File: src/rtl/lsu_misalign_sequencer_pkg.sv
// Shared widths, func3 encodings and FSM states for the misaligned load/store sequencer.
// Also holds the request classification helpers used when a request is accepted.
package lsu_misalign_sequencer_pkg;

    localparam int Func3Width   = 3;
    localparam int MemAddrWidth = 12;
    localparam int DataWidth    = 32;

    localparam logic [Func3Width-1:0] F3_LB  = 3'd0;
    localparam logic [Func3Width-1:0] F3_LH  = 3'd1;
    localparam logic [Func3Width-1:0] F3_LW  = 3'd2;
    localparam logic [Func3Width-1:0] F3_LBU = 3'd4;
    localparam logic [Func3Width-1:0] F3_LHU = 3'd5;
    localparam logic [Func3Width-1:0] F3_SB  = 3'd0;
    localparam logic [Func3Width-1:0] F3_SH  = 3'd1;
    localparam logic [Func3Width-1:0] F3_SW  = 3'd2;

    typedef enum logic [1:0] {
        ST_IDLE = 2'd0,
        ST_BEAT = 2'd1,
        ST_RESP = 2'd2
    } state_t;

    function automatic logic func3_legal(input logic write, input logic [Func3Width-1:0] f3);
        if (write) return (f3 == F3_SB) || (f3 == F3_SH) || (f3 == F3_SW);
        return (f3 == F3_LB) || (f3 == F3_LH) || (f3 == F3_LW) || (f3 == F3_LBU) || (f3 == F3_LHU);
    endfunction

    // Index of the last beat: 0 for a single access, 1 for a split half, 3 for a split word.
    function automatic logic [1:0] last_beat(input logic [Func3Width-1:0] f3, input logic [1:0] offset);
        case (f3[1:0])
            2'd1:    return (offset == 2'd3) ? 2'd1 : 2'd0;
            2'd2:    return (offset == 2'd0) ? 2'd0 : 2'd3;
            default: return 2'd0;
        endcase
    endfunction

endpackage

File: src/rtl/lsu_misalign_sequencer_load_extend.sv
// Sign/zero extension of a right-aligned little-endian load assembly.
// Also used by writeback formatting, so it stays purely combinational.
module lsu_load_extend
    import lsu_misalign_sequencer_pkg::*;
(
    input  logic [Func3Width-1:0] i_func3,
    input  logic [DataWidth-1:0]  i_raw,
    output logic [DataWidth-1:0]  o_data
);

    always_comb begin
        o_data = i_raw;
        case (i_func3)
            F3_LB:   o_data = {{24{i_raw[7]}}, i_raw[7:0]};
            F3_LH:   o_data = {{16{i_raw[15]}}, i_raw[15:0]};
            F3_LBU:  o_data = {24'd0, i_raw[7:0]};
            F3_LHU:  o_data = {16'd0, i_raw[15:0]};
            default: o_data = i_raw;
        endcase
    end

endmodule

File: src/rtl/lsu_misalign_sequencer.sv
// Data-memory initiator: splits word-crossing loads/stores into byte beats and
// reassembles split loads. Handshake: a request transfers on a cycle where reqValid && reqReady.
module lsu_misalign_sequencer
    import lsu_misalign_sequencer_pkg::*;
#(
    parameter int ADDR_WIDTH = 12,
    parameter int DATA_WIDTH = 32
) (
    input  logic                  i_clk,
    input  logic                  i_rst,
    input  logic                  i_reqValid,
    output logic                  o_reqReady,
    input  logic                  i_reqWrite,
    input  logic [2:0]            i_reqFunc3,
    input  logic [ADDR_WIDTH-1:0] i_reqAddr,
    input  logic [DATA_WIDTH-1:0] i_reqWData,
    output logic                  o_respValid,
    output logic                  o_respErr,
    output logic [DATA_WIDTH-1:0] o_respRData,
    output logic                  o_memWriteEnable,
    output logic [2:0]            o_memFunc3,
    output logic [ADDR_WIDTH-1:0] o_memAddr,
    output logic [DATA_WIDTH-1:0] o_memWriteData,
    input  logic [DATA_WIDTH-1:0] i_memReadData,
    output state_t                o_dbgState
);

    state_t                  r_state;
    state_t                  w_next;
    logic                    r_write;
    logic [2:0]              r_func3;
    logic [ADDR_WIDTH-1:0]   r_addr;
    logic [DATA_WIDTH-1:0]   r_wdata;
    logic                    r_err;
    logic                    r_split;
    logic [1:0]              r_last;
    logic [1:0]              r_beat;
    logic [DATA_WIDTH-1:0]   r_asm;
    logic [DATA_WIDTH-1:0]   w_ext;
    logic                    w_legal;

    assign w_legal = func3_legal(i_reqWrite, i_reqFunc3);

    always_ff @(posedge i_clk) begin
        if (i_rst) begin
            r_state <= ST_IDLE;
            r_write <= 1'b0;
            r_func3 <= '0;
            r_addr  <= '0;
            r_wdata <= '0;
            r_err   <= 1'b0;
            r_split <= 1'b0;
            r_last  <= '0;
            r_beat  <= '0;
            r_asm   <= '0;
        end else begin
            r_state <= w_next;
            case (r_state)
                ST_IDLE: if (i_reqValid) begin
                    r_write <= i_reqWrite;
                    r_func3 <= i_reqFunc3;
                    r_addr  <= i_reqAddr;
                    r_wdata <= i_reqWData;
                    r_err   <= !w_legal;
                    r_last  <= last_beat(i_reqFunc3, i_reqAddr[1:0]);
                    r_split <= last_beat(i_reqFunc3, i_reqAddr[1:0]) != 2'd0;
                    r_beat  <= '0;
                    r_asm   <= '0;
                end
                ST_BEAT: begin
                    r_beat <= r_beat + 2'd1;
                    if (!r_write) begin
                        if (r_split) r_asm[{r_beat, 3'b000} +: 8] <= i_memReadData[7:0];
                        else         r_asm <= i_memReadData;
                    end
                end
                default: ;
            endcase
        end
    end

    always_comb begin
        w_next = r_state;
        case (r_state)
            ST_IDLE: if (i_reqValid) w_next = w_legal ? ST_BEAT : ST_RESP;
            ST_BEAT: if (r_beat == r_last) w_next = ST_RESP;
            ST_RESP: w_next = ST_IDLE;
            default: w_next = ST_IDLE;
        endcase
    end

    lsu_load_extend u_extend (
        .i_func3 (r_func3),
        .i_raw   (r_asm),
        .o_data  (w_ext)
    );

    // Memory outputs are zero outside BEAT; a reset in the middle of a beat cancels its write.
    always_comb begin
        o_reqReady       = (r_state == ST_IDLE);
        o_respValid      = (r_state == ST_RESP);
        o_respErr        = (r_state == ST_RESP) && r_err;
        o_respRData      = ((r_state == ST_RESP) && !r_err && !r_write) ? w_ext : '0;
        o_memWriteEnable = 1'b0;
        o_memFunc3       = '0;
        o_memAddr        = '0;
        o_memWriteData   = '0;
        if (r_state == ST_BEAT) begin
            o_memWriteEnable = r_write && !i_rst;
            o_memAddr        = r_addr + ADDR_WIDTH'(r_beat);
            o_memFunc3       = r_split ? (r_write ? F3_SB : F3_LBU) : r_func3;
            o_memWriteData   = r_split ? {24'd0, r_wdata[{r_beat, 3'b000} +: 8]} : r_wdata;
        end
        o_dbgState = r_state;
    end

endmodule

File: config.mk
export PLATFORM = sky130hd
export DESIGN_NAME = lsu_misalign_sequencer
export DESIGN_NICKNAME = d
export VERILOG_FILES = /design/src/rtl/lsu_misalign_sequencer_pkg.sv /design/src/rtl/lsu_misalign_sequencer_load_extend.sv /design/src/rtl/lsu_misalign_sequencer.sv
export SDC_FILE = /design/constraint.sdc
export NUM_CORES = 1
export LEC_CHECK = 0
export ABC_AREA = 1
export CAP_MARGIN = 40
export CORE_UTILIZATION = 38
export CTS_BUF_LIST = sky130_fd_sc_hd__clkbuf_8
export DETAILED_ROUTE_END_ITERATION = 10
export GPL_TIMING_DRIVEN = 0
export PLACE_DENSITY = 0.74
export SYNTH_ARGS = -nofsm -noshare
export SYNTH_HDL_FRONTEND = slang
export SYNTH_SLANG_ARGS = --single-unit
File: constraint.sdc
create_clock -name i_clk -period 3.57 [get_ports i_clk]
set_input_delay 0.8925 -clock i_clk [delete_from_list [all_inputs] [get_ports i_clk]]
set_output_delay 0.8925 -clock i_clk [all_outputs]
set_load 0.02 [all_outputs]
==> results of run 1 <==
==> final timing paths <==
kind	from	endpoint	slack, ns	depth (start not counted)
max	o_dbgState[0]$_SDFFE_PP0P_	o_memFunc3[2]	0.14	6
min	r_asm[9]$_SDFFE_PP0P_	r_asm[9]$_SDFFE_PP0P_	0.47	2
max reg2reg	r_beat[0]$_SDFFE_PP0P_	r_asm[4]$_SDFFE_PP0P_	1.28	10
min reg2reg	r_asm[9]$_SDFFE_PP0P_	r_asm[9]$_SDFFE_PP0P_	0.47	2
==> sequential cells by signal, summed over array words and instances (netlist names), 2 cells and up <==
name        count
o_dbgState      2
r_addr         12
r_asm          32
r_beat          2
r_func3         3
r_last          2
r_wdata        32
==> kinds of logic (layout without fill, tap and decap cells) <==
| family | Yosys count | after routing | synth area share |
|---|---|---|---|
| AOI/OAI and AO/OA | 160 | 160 | 0.166 |
| adders and majority gates | 10 | 10 | 0.0262 |
| buffers and inverters | 101 | 283 | 0.0859 |
| DFF | 88 | 88 | 0.348 |
| xor gates and xnor gates | 3 | 3 | 0.00520 |
| and+or+nand+nor | 443 | 443 | 0.369 |
==> through the flow <==
step | setup slack (ns) | instances | total power, mW
4_1_cts | 0.0727 | 1159 | 2.44
3_3_place_gp | 0.375 | 1143 | 1.71
3_5_place_dp | 0.386 | 1143 | 1.72
5_1_grt | 0.0142 | 1159 | 2.57
2_1_floorplan | 0.950 | 805 | 1.47
6_report | 0.145 | 1159 | 2.44
==> critical path, stage by stage, from the launching register on <==
cell	delay, ns
dfxtp_1	0.61
nand2_4	0.18
inv_2	0.11
buf_2	0.23
nand2_1	0.16
o22ai_1	0.22
clkdlybuf4s50_1	0.65
==> power by group through the flow <==
stage / registers, mW / clock network [mW] / logic (mW)
3_3_place_gp: 1.14 / 0 / 0.579
2_1_floorplan: 1.12 / 0 / 0.353
3_5_place_dp: 1.14 / 0 / 0.586
6_report: 1.12 / 0.733 / 0.591
5_1_grt: 1.13 / 0.782 / 0.659
4_1_cts: 1.11 / 0.739 / 0.589
==> layer usage <==
metal	vias up	GRT usage	routed length [um]
li1	2927	-	-
met1	2523	0.326	7660
met2	232	0.389	7420
met3	25	0.0389	1040
met4	0	0.0860	366
met5	-	0	0
==> cells in the mapped netlist <==
library cell	number
clkbuf_1	16
nand4_1	1
inv_1	50
nor3_1	3
nor3_2	1
ha_1	9
buf_2	22
fa_1	1
buf_6	3
clkinv_1	1
xnor2_1	2
nand3_1	60
clkbuf_2	1
dfxtp_1	88
nor2_4	5
o21bai_1	2
a31oi_1	1
a21oi_1	65
o21ai_1	7
o21ai_4	1
buf_1	2
o21ai_0	79
a211oi_1	1
o211a_1	1
buf_4	1
nand3_4	1
o22ai_1	1
inv_2	5
nand2_4	7
nand2_1	167
nor2_2	4
o211ai_1	1
xor2_1	1
o211ai_2	1
nor2_1	194
==> cell type report <==
cell class,instances,area share
Buffer,45,0.0314
Clock buffer,9,0.0173
Clock inverter,7,0.0109
Inverter,56,0.0294
Multi-Input combinational cell,616,0.401
Sequential cell,88,0.247
Tap cell,172,0.0301
Timing Repair Buffer,166,0.233
==> results.cfg, run 1 <==
[status]
status = completed

[cells_and_area]
fin_area_um2 = 7140
num_antenna_cells = 0
fin_util = 0.559
multi_input_area_um2 = 2870
final_cell_mix = 193 x nor2_1, 167 x nand2_1, 166 x clkdlybuf4s50_1, 87 x dfxtp_1, 79 x o21ai_0
nets = 1075
drive_gt1_frac = 0.0719
fillers = 1234
seq_area_um2 = 1760
final_common_cell = nor2_1
syn2layout_area_growth_pct = 41.3

[floorplanning]
die_w_um = 117
io_pins = 168
dieArea_um2 = 13800
rows = 41
die_h_um = 117
initial_core_util = 0.396
core_area_um2 = 12800

[detailed_routing]
num_vias = 5707
dr.pass1.iters = 5
vias_per_cell = 4.92
drc = 0
detail-route-antenna-nets = 0
routed_wirelength_mm = 16.5
wire_per_inst_um = 14.2
first_iter_violations = 342

[pwr]
power_frac_seq = 0.457
ir_drop_mv = 0.212
powerDensity_nw_per_um2 = 341
p_leak_nw = 2.86
p_clk_frac = 0.301
combPwrFrac = 0.242
p_int_mw = 1.64
swShare = 0.329
p_switching_mw = 0.802

[setup_path]
worstPathMaxFanout = 10
crit_arrival_ns = 2.53
crit_required_ns = 2.68
end_kind = primary output
cp-start-kind = flip-flop
crit_type = reg2out

[placement]
io_buffers = 166
dp_hpwl_mm = 12.7
gp_congestion = 0.858
dpl_cell_area_um2 = 6930

[logic_synthesis]
synth-seq-area-share = 0.348
avgSynthCellArea_um2 = 6.28
yosysTopAreaCell = dfxtp_1
ys_ff_latch = 88
synthCells = 805
ys_top_cells_by_area = dfxtp_1 35%, nor2_1 14%, nand2_1 12%, o21ai_0 7.8%, a21oi_1 6.4%
syn-cell-area_um2 = 5060
ys.warnings.count = 0
synth_top_area_frac = 0.348
synth.distinct_cells = 35
syn_nets = 898

[grt]
grt_overflow = 0
grt_pass1_vias = 5277
grt_use_total = 0.242
grt_pass1_wl_mm = 26.6
grt_start_max_net_pins = 17
antenna_found_initial = 0

[cts]
clkLatencyLatePin_ns = 0.37
cts.htree.levels = 3
postCtsHoldBufs = 0
clkSinkCount = 88
clockRootBuffer = clkbuf_8
post_cts_buffers = 0
path_clk_slew_ns = 0.10
post_cts_resized = 2
cts_buffer_depth = 2
cts_tree = yes
cts_buffers = 9

[job]
drv_cap = 0

[sta]
fin_skew_ns = 0.0131
hold_violations = 0
whs_ns = 0.470
rsz0062_at_grt = no
min_period_over_period = 0.959
tightest_slew_ns = 0.579
maxSlewHeadroom = 0.614
tns_ns = 0
setup_violations = 0
drv_slew = 0
period_minus_slack_ns = 3.43
max_freq_mhz = 292

[hold_path]
hold_path_class = reg2reg
Power figures use the tool's default switching activity.
==> inputs of run 2 (changes only) <==
- PLACE_DENSITY: 0.74 -> 0.66
==> results.cfg, run 2 (synthesis gave the netlist of run 1 again) <==
[setup_path]
r2r_cells = 10
r2r-start = r_beat[0]$_SDFFE_PP0P_
crit_slowest_cell = clkdlybuf4s50_1
slowest_delay_ns = 0.66
crit_required_ns = 2.68
r2r-end = r_asm[0]$_SDFFE_PP0P_
reg2reg_slack_ns = 1.28
worstPathMaxFanout = 10
end_kind = primary output
cp-start-kind = flip-flop
crit_type = reg2out
crit_arrival_ns = 2.54
crit_chain = nand2_4 -> inv_2 -> buf_2 -> nand2_1 -> o22ai_1 -> clkdlybuf4s50_1

[cells_and_area]
fillers = 1320
syn2layout_area_growth_pct = 41.3
instances_no_fill = 1158
multi_input_area_um2 = 2870
fin_area_um2 = 7140
nets = 1075
fin_util = 0.559
drive_gt1_frac = 0.0710
seq_area_um2 = 1760
final_common_cell = nor2_1
num_antenna_cells = 0
top_regs = r_asm (32), r_wdata (32), r_addr (12)
final_cell_mix = 193 x nor2_1, 167 x nand2_1, 165 x clkdlybuf4s50_1, 87 x dfxtp_1, 79 x o21ai_0

[grt]
antenna_found_initial = 0
grt_overflow = 0
grt_use_total = 0.240
grt_start_max_net_pins = 15
grt_pass1_wl_mm = 26.5
grt_pass1_vias = 5198

[cts]
path_clk_slew_ns = 0.09
clkSinkCount = 88
cts.htree.levels = 3
post_cts_buffers = 0
cts_buffers = 9
cts_buffer_depth = 2
postCtsHoldBufs = 0
clkLatencyLatePin_ns = 0.36
post_cts_resized = 1
clockRootBuffer = clkbuf_8
cts_tree = yes

[sta]
tightest_slew_ns = 0.592
fin_skew_ns = 0.0117
whs_ns = 0.468
period_minus_slack_ns = 3.43
max_freq_mhz = 292
tns_ns = 0
hold_violations = 0
setup_violations = 0
rsz0062_at_grt = no
maxSlewHeadroom = 0.605
min_period_over_period = 0.961
drv_slew = 0

[detailed_routing]
routed_wirelength_mm = 16.4
dr.pass1.iters = 5
drc = 0
detail-route-antenna-nets = 0
first_iter_violations = 363
wire_per_inst_um = 14.2
vias_per_cell = 4.88
num_vias = 5646

[placement]
dpl_cell_area_um2 = 6930
io_buffers = 166
dp_cells = 1143
gp_congestion = 0.893
dp_hpwl_mm = 12.7

[pwr]
p_switching_mw = 0.761
swShare = 0.316
p_leak_nw = 2.87
ir_drop_mv = 0.234
power_frac_seq = 0.464
powerDensity_nw_per_um2 = 337
p_int_mw = 1.64
combPwrFrac = 0.245
p_clk_frac = 0.291

[floorplanning]
rows = 41
io_pins = 168
core_area_um2 = 12800
die_h_um = 117
dieArea_um2 = 13800
die_w_um = 117
initial_core_util = 0.396

[job]
drv_cap = 0

[hold_path]
hold_end = r_asm[18]$_SDFFE_PP0P_
min_from = r_asm[18]$_SDFFE_PP0P_
hold_depth = 2
hold_path_class = reg2reg

[status]
status = completed
run 2: changes by cell type in the layout (fill, tap and decap cells not counted), sizes merged:
| cell | previous run | this run |
|---|---|---|
| clkbuf | 26 | 27 |
| clkdlybuf4s50 | 166 | 165 |
| clkinv | 4 | 1 |
| clkinvlp | 0 | 2 |
| dlymetal6s2s | 0 | 1 |
| inv | 58 | 57 |
run 2: worst max path at each step:
stage / from / end / slack (ns) / cells after the start
after floorplan: i_rst / o_memWriteEnable / 0.95 / 3
after global placement: i_rst / o_memWriteEnable / 0.35 / 4
after detailed placement: i_rst / o_memWriteEnable / 0.36 / 4
after CTS: r_beat[0]$_SDFFE_PP0P_ / o_memWriteData[5] / 0.04 / 6
after global routing: r_beat[0]$_SDFFE_PP0P_ / o_memAddr[8] / 0.005 / 8
final: o_dbgState[0]$_SDFFE_PP0P_ / o_memFunc3[2] / 0.14 / 6
run 2: final cells by class:
type,count,share of cell area
inverter,56,0.0294
clock inverter,5,0.00806
sequential,88,0.247
multi-input combinational,616,0.402
clock buffer,10,0.0193
buffer,45,0.0314
tap,172,0.0301
timing repair buffer,166,0.233
run 2: power groups by stage:
stage                     clock, mW  sequential (mW)  combinational [mW]
final                         0.700             1.11               0.589
after global routing          0.754             1.13               0.658
after CTS                     0.710             1.11               0.588
after floorplan                   0             1.12               0.353
after global placement            0             1.14               0.583
after detailed placement          0             1.14               0.586
run 2: per-stage QoR:
stage	total power, mW	setup WS (ns)
floorplan	1.47	0.950
global placement	1.72	0.353
detailed placement	1.72	0.362
CTS	2.41	0.0448
global route	2.54	0.00503
finish	2.40	0.140
run 2: routing by layer:
layer,wire length [um],part of all wire,vias up,track usage
li1,-,-,2932,-
met1,7630,0.47,2480,0.329
met2,7380,0.45,218,0.388
met3,1170,0.071,16,0.0399
met4,220,0.013,0,0.0609
met5,0,0,-,0
run 2: critical path, delay by kind of cell (launching register included):
kind | cells | cell delay (ns)
buffers and inverters | 3 | 0.99
and+or+nand+nor | 2 | 0.34
AOI/OAI and AO/OA | 1 | 0.24
DFF | 1 | 0.61
==> inputs of run 3 (changes only) <==
- ABC_AREA: 1 -> unset
- CAP_MARGIN: 40 -> 10
- MAX_ROUTING_LAYER: unset -> met4
- PLACE_DENSITY: 0.66 -> 0.68
==> results.cfg, run 3 <==
[floorplanning]
die_w_um = 112
dieArea_um2 = 12600
io_pins = 168
initial_core_util = 0.396
core_area_um2 = 11600
die_h_um = 112
rows = 39

[setup_path]
end_kind = primary output
crit_required_ns = 2.68
worstPathMaxFanout = 10
path_delay_family = buffers and inverters
cp-start-kind = flip-flop
crit_slowest_cell = clkdlybuf4s50_1
crit_type = reg2out
crit_arrival_ns = 2.62
path_buf_inv = 4
crit_chain = buf_6 -> nor2b_1 -> buf_2 -> clkbuf_1 -> and3_1 -> clkdlybuf4s50_1
slowest_delay_ns = 0.62

[detailed_routing]
vias_per_cell = 5.35
routed_wirelength_mm = 15.3
dr.pass1.iters = 11
detail-route-antenna-nets = 0
drc = 13
wire_per_inst_um = 16.7
first_iter_violations = 331
num_vias = 4910

[sta]
tns_ns = 0
max_freq_mhz = 285
period_minus_slack_ns = 3.51
fin_skew_ns = 0.0155
min_period_over_period = 0.984
maxSlewHeadroom = 0.360
hold_violations = 0
tightest_slew_ns = 0.952
layout_setup_ws_ns = 0.0566
setup_violations = 0
drv_slew = 0

[cts]
clkSinkCount = 88
cts_tree = yes
cts_buffers = 9
cts.htree.levels = 3
clockRootBuffer = clkbuf_8
cts_buffer_depth = 2
postCtsHoldBufs = 0
path_clk_slew_ns = 0.09
clkLatencyLatePin_ns = 0.36

[cells_and_area]
num_antenna_cells = 0
nets = 863
final_cell_mix = 143 x clkdlybuf4s50_1, 111 x nand2_1, 93 x a21oi_1, 87 x dfxtp_1, 32 x clkbuf_1
final_common_cell = clkdlybuf4s50_1
fin_area_um2 = 6670
top_regs = r_asm (32), r_wdata (32), r_addr (12)
fillers = 1130
drive_gt1_frac = 0.0619
instances_no_fill = 918
syn2layout_area_growth_pct = 45.0
fin_util = 0.574

[grt]
antenna_found_initial = 0
grt_start_max_net_pins = 14
grt_use_total = 0.249
grt_pass1_vias = 4819
grt_overflow = 0
grt_pass1_wl_mm = 24.1

[status]
status = complete, but fails checks
violations = DRC

[logic_synthesis]
synth-seq-area-share = 0.383
ys.warnings.count = 0
ys_top_cells_by_area = dfxtp_1 38%, a21oi_1 10%, nand2_1 9.1%, o2bb2ai_1 4.6%, a22oi_1 3.6%
synthTopCellsByCount = 111 x nand2_1, 94 x a21oi_1, 88 x dfxtp_1
synth-main-ff-cell = dfxtp_1
synth.most_common_cell = nand2_1
ys_ff_latch = 88
syn_nets = 686
yosysTopAreaCell = dfxtp_1
avgSynthCellArea_um2 = 7.76
synth_top_area_frac = 0.383
synth_edf_count = 0
synthCells = 593
syn-cell-area_um2 = 4600
synth.distinct_cells = 46
async_flop_share = 0

[pwr]
ir_drop_mv = 0.191
p_int_mw = 1.57
p_leak_nw = 2.60
power_frac_seq = 0.493
p_switching_mw = 0.601
p_clk_frac = 0.321
powerDensity_nw_per_um2 = 326
swShare = 0.277
combPwrFrac = 0.186

[placement]
dp_cells = 903
pre_cts_ws_ns = 0.0572
dp_hpwl_mm = 11.6
io_buffers = 167
dpl_cell_area_um2 = 6450
gp_congestion = 0.908

[job]
drv_cap = 0

[hold_path]
hold_path_class = reg2reg
## run 3: cell types whose count changed in the layout (fill, tap and decap cells not counted), sizes merged, moves of 16 or more
cell / previous run / this run
inv: 57 / 28
nand2: 174 / 111
nand3: 61 / 8
dlygate4sd2: 0 / 16
a22oi: 0 / 22
a21oi: 65 / 104
nor2: 203 / 16
and3: 0 / 25
clkdlybuf4s50: 165 / 143
clkbuf: 27 / 46
o21ai: 87 / 26
o2bb2ai: 0 / 24
buf: 28 / 7
## run 3: per-stage QoR
| stage | power (mW) | hold slack, ns |
|---|---|---|
| 2_1_floorplan | 1.29 | 0.426 |
| 3_3_place_gp | 1.49 | 0.439 |
| 3_5_place_dp | 1.50 | 0.443 |
| 4_1_cts | 2.17 | 0.456 |
| 5_1_grt | 2.26 | 0.482 |
| 6_report | 2.17 | 0.457 |
## run 3: cell families after synthesis
kind of cell,Yosys count,synth area share
multiplexers,8,0.0196
flip-flops,88,0.383
AND/OR/NAND/NOR,214,0.227
AO/OA/AOI/OAI,195,0.264
buffers and inverters,68,0.0590
adder cells (fa/ha/maj),10,0.0288
XOR/XNOR,10,0.0190
## run 3: worst min-delay path: stages, from the launching register on
cell and delay, ns:
dfxtp_1 0.31, nand2_1 0.05, a21oi_1 0.05
## run 3: area by class of cell
class                   count  area, um^2  share of cell area
multi-input cells         437        2580               0.387
flip-flops and latches     88        1760               0.264
repair buffers            167        1670               0.251
plain buffers              42         180              0.0270
well taps                 143         179              0.0268
clock buffers              11         151              0.0227
inverters                  25        93.8              0.0141
clock inverters             5        48.8             0.00732
## run 3: routing by layer
metal / track usage / routed length (um) / vias to the layer above
met1: 0.320 / 7110 / 2267
met2: 0.410 / 7050 / 184
met3: 0.0346 / 890 / 22
met5: - / 0 / -
li1: - / - / 2437
met4: 0.0676 / 252 / 0
## run 3: power groups by stage
stage | clock (mW) | combinational, mW | sequential, mW
finish | 0.698 | 0.405 | 1.07
global route | 0.743 | 0.442 | 1.08
CTS | 0.701 | 0.404 | 1.07
detailed placement | 0 | 0.403 | 1.09
global placement | 0 | 0.399 | 1.09
floorplan | 0 | 0.211 | 1.08
## run 3: worst paths after layout
| kind | start | to | slack (ns) | cells after the start |
|---|---|---|---|---|
| min reg2reg | r_wdata[4]$_SDFFE_PP0P_ | r_wdata[4]$_SDFFE_PP0P_ | 0.46 | 2 |
| max | o_dbgState[0]$_SDFFE_PP0P_ | o_memWriteData[23] | 0.06 | 6 |
| min | r_wdata[4]$_SDFFE_PP0P_ | r_wdata[4]$_SDFFE_PP0P_ | 0.46 | 2 |
| max reg2reg | r_beat[0]$_SDFFE_PP0P_ | r_asm[7]$_SDFFE_PP0P_ | 0.81 | 7 |
## run 3: what timing repair did
action | CTS | global route
buffers inserted | 0 | 0
setup endpoints to repair | 51 | 35
gates resized for setup | 21 | 13
endpoints found under the hold margin | 0 | 0
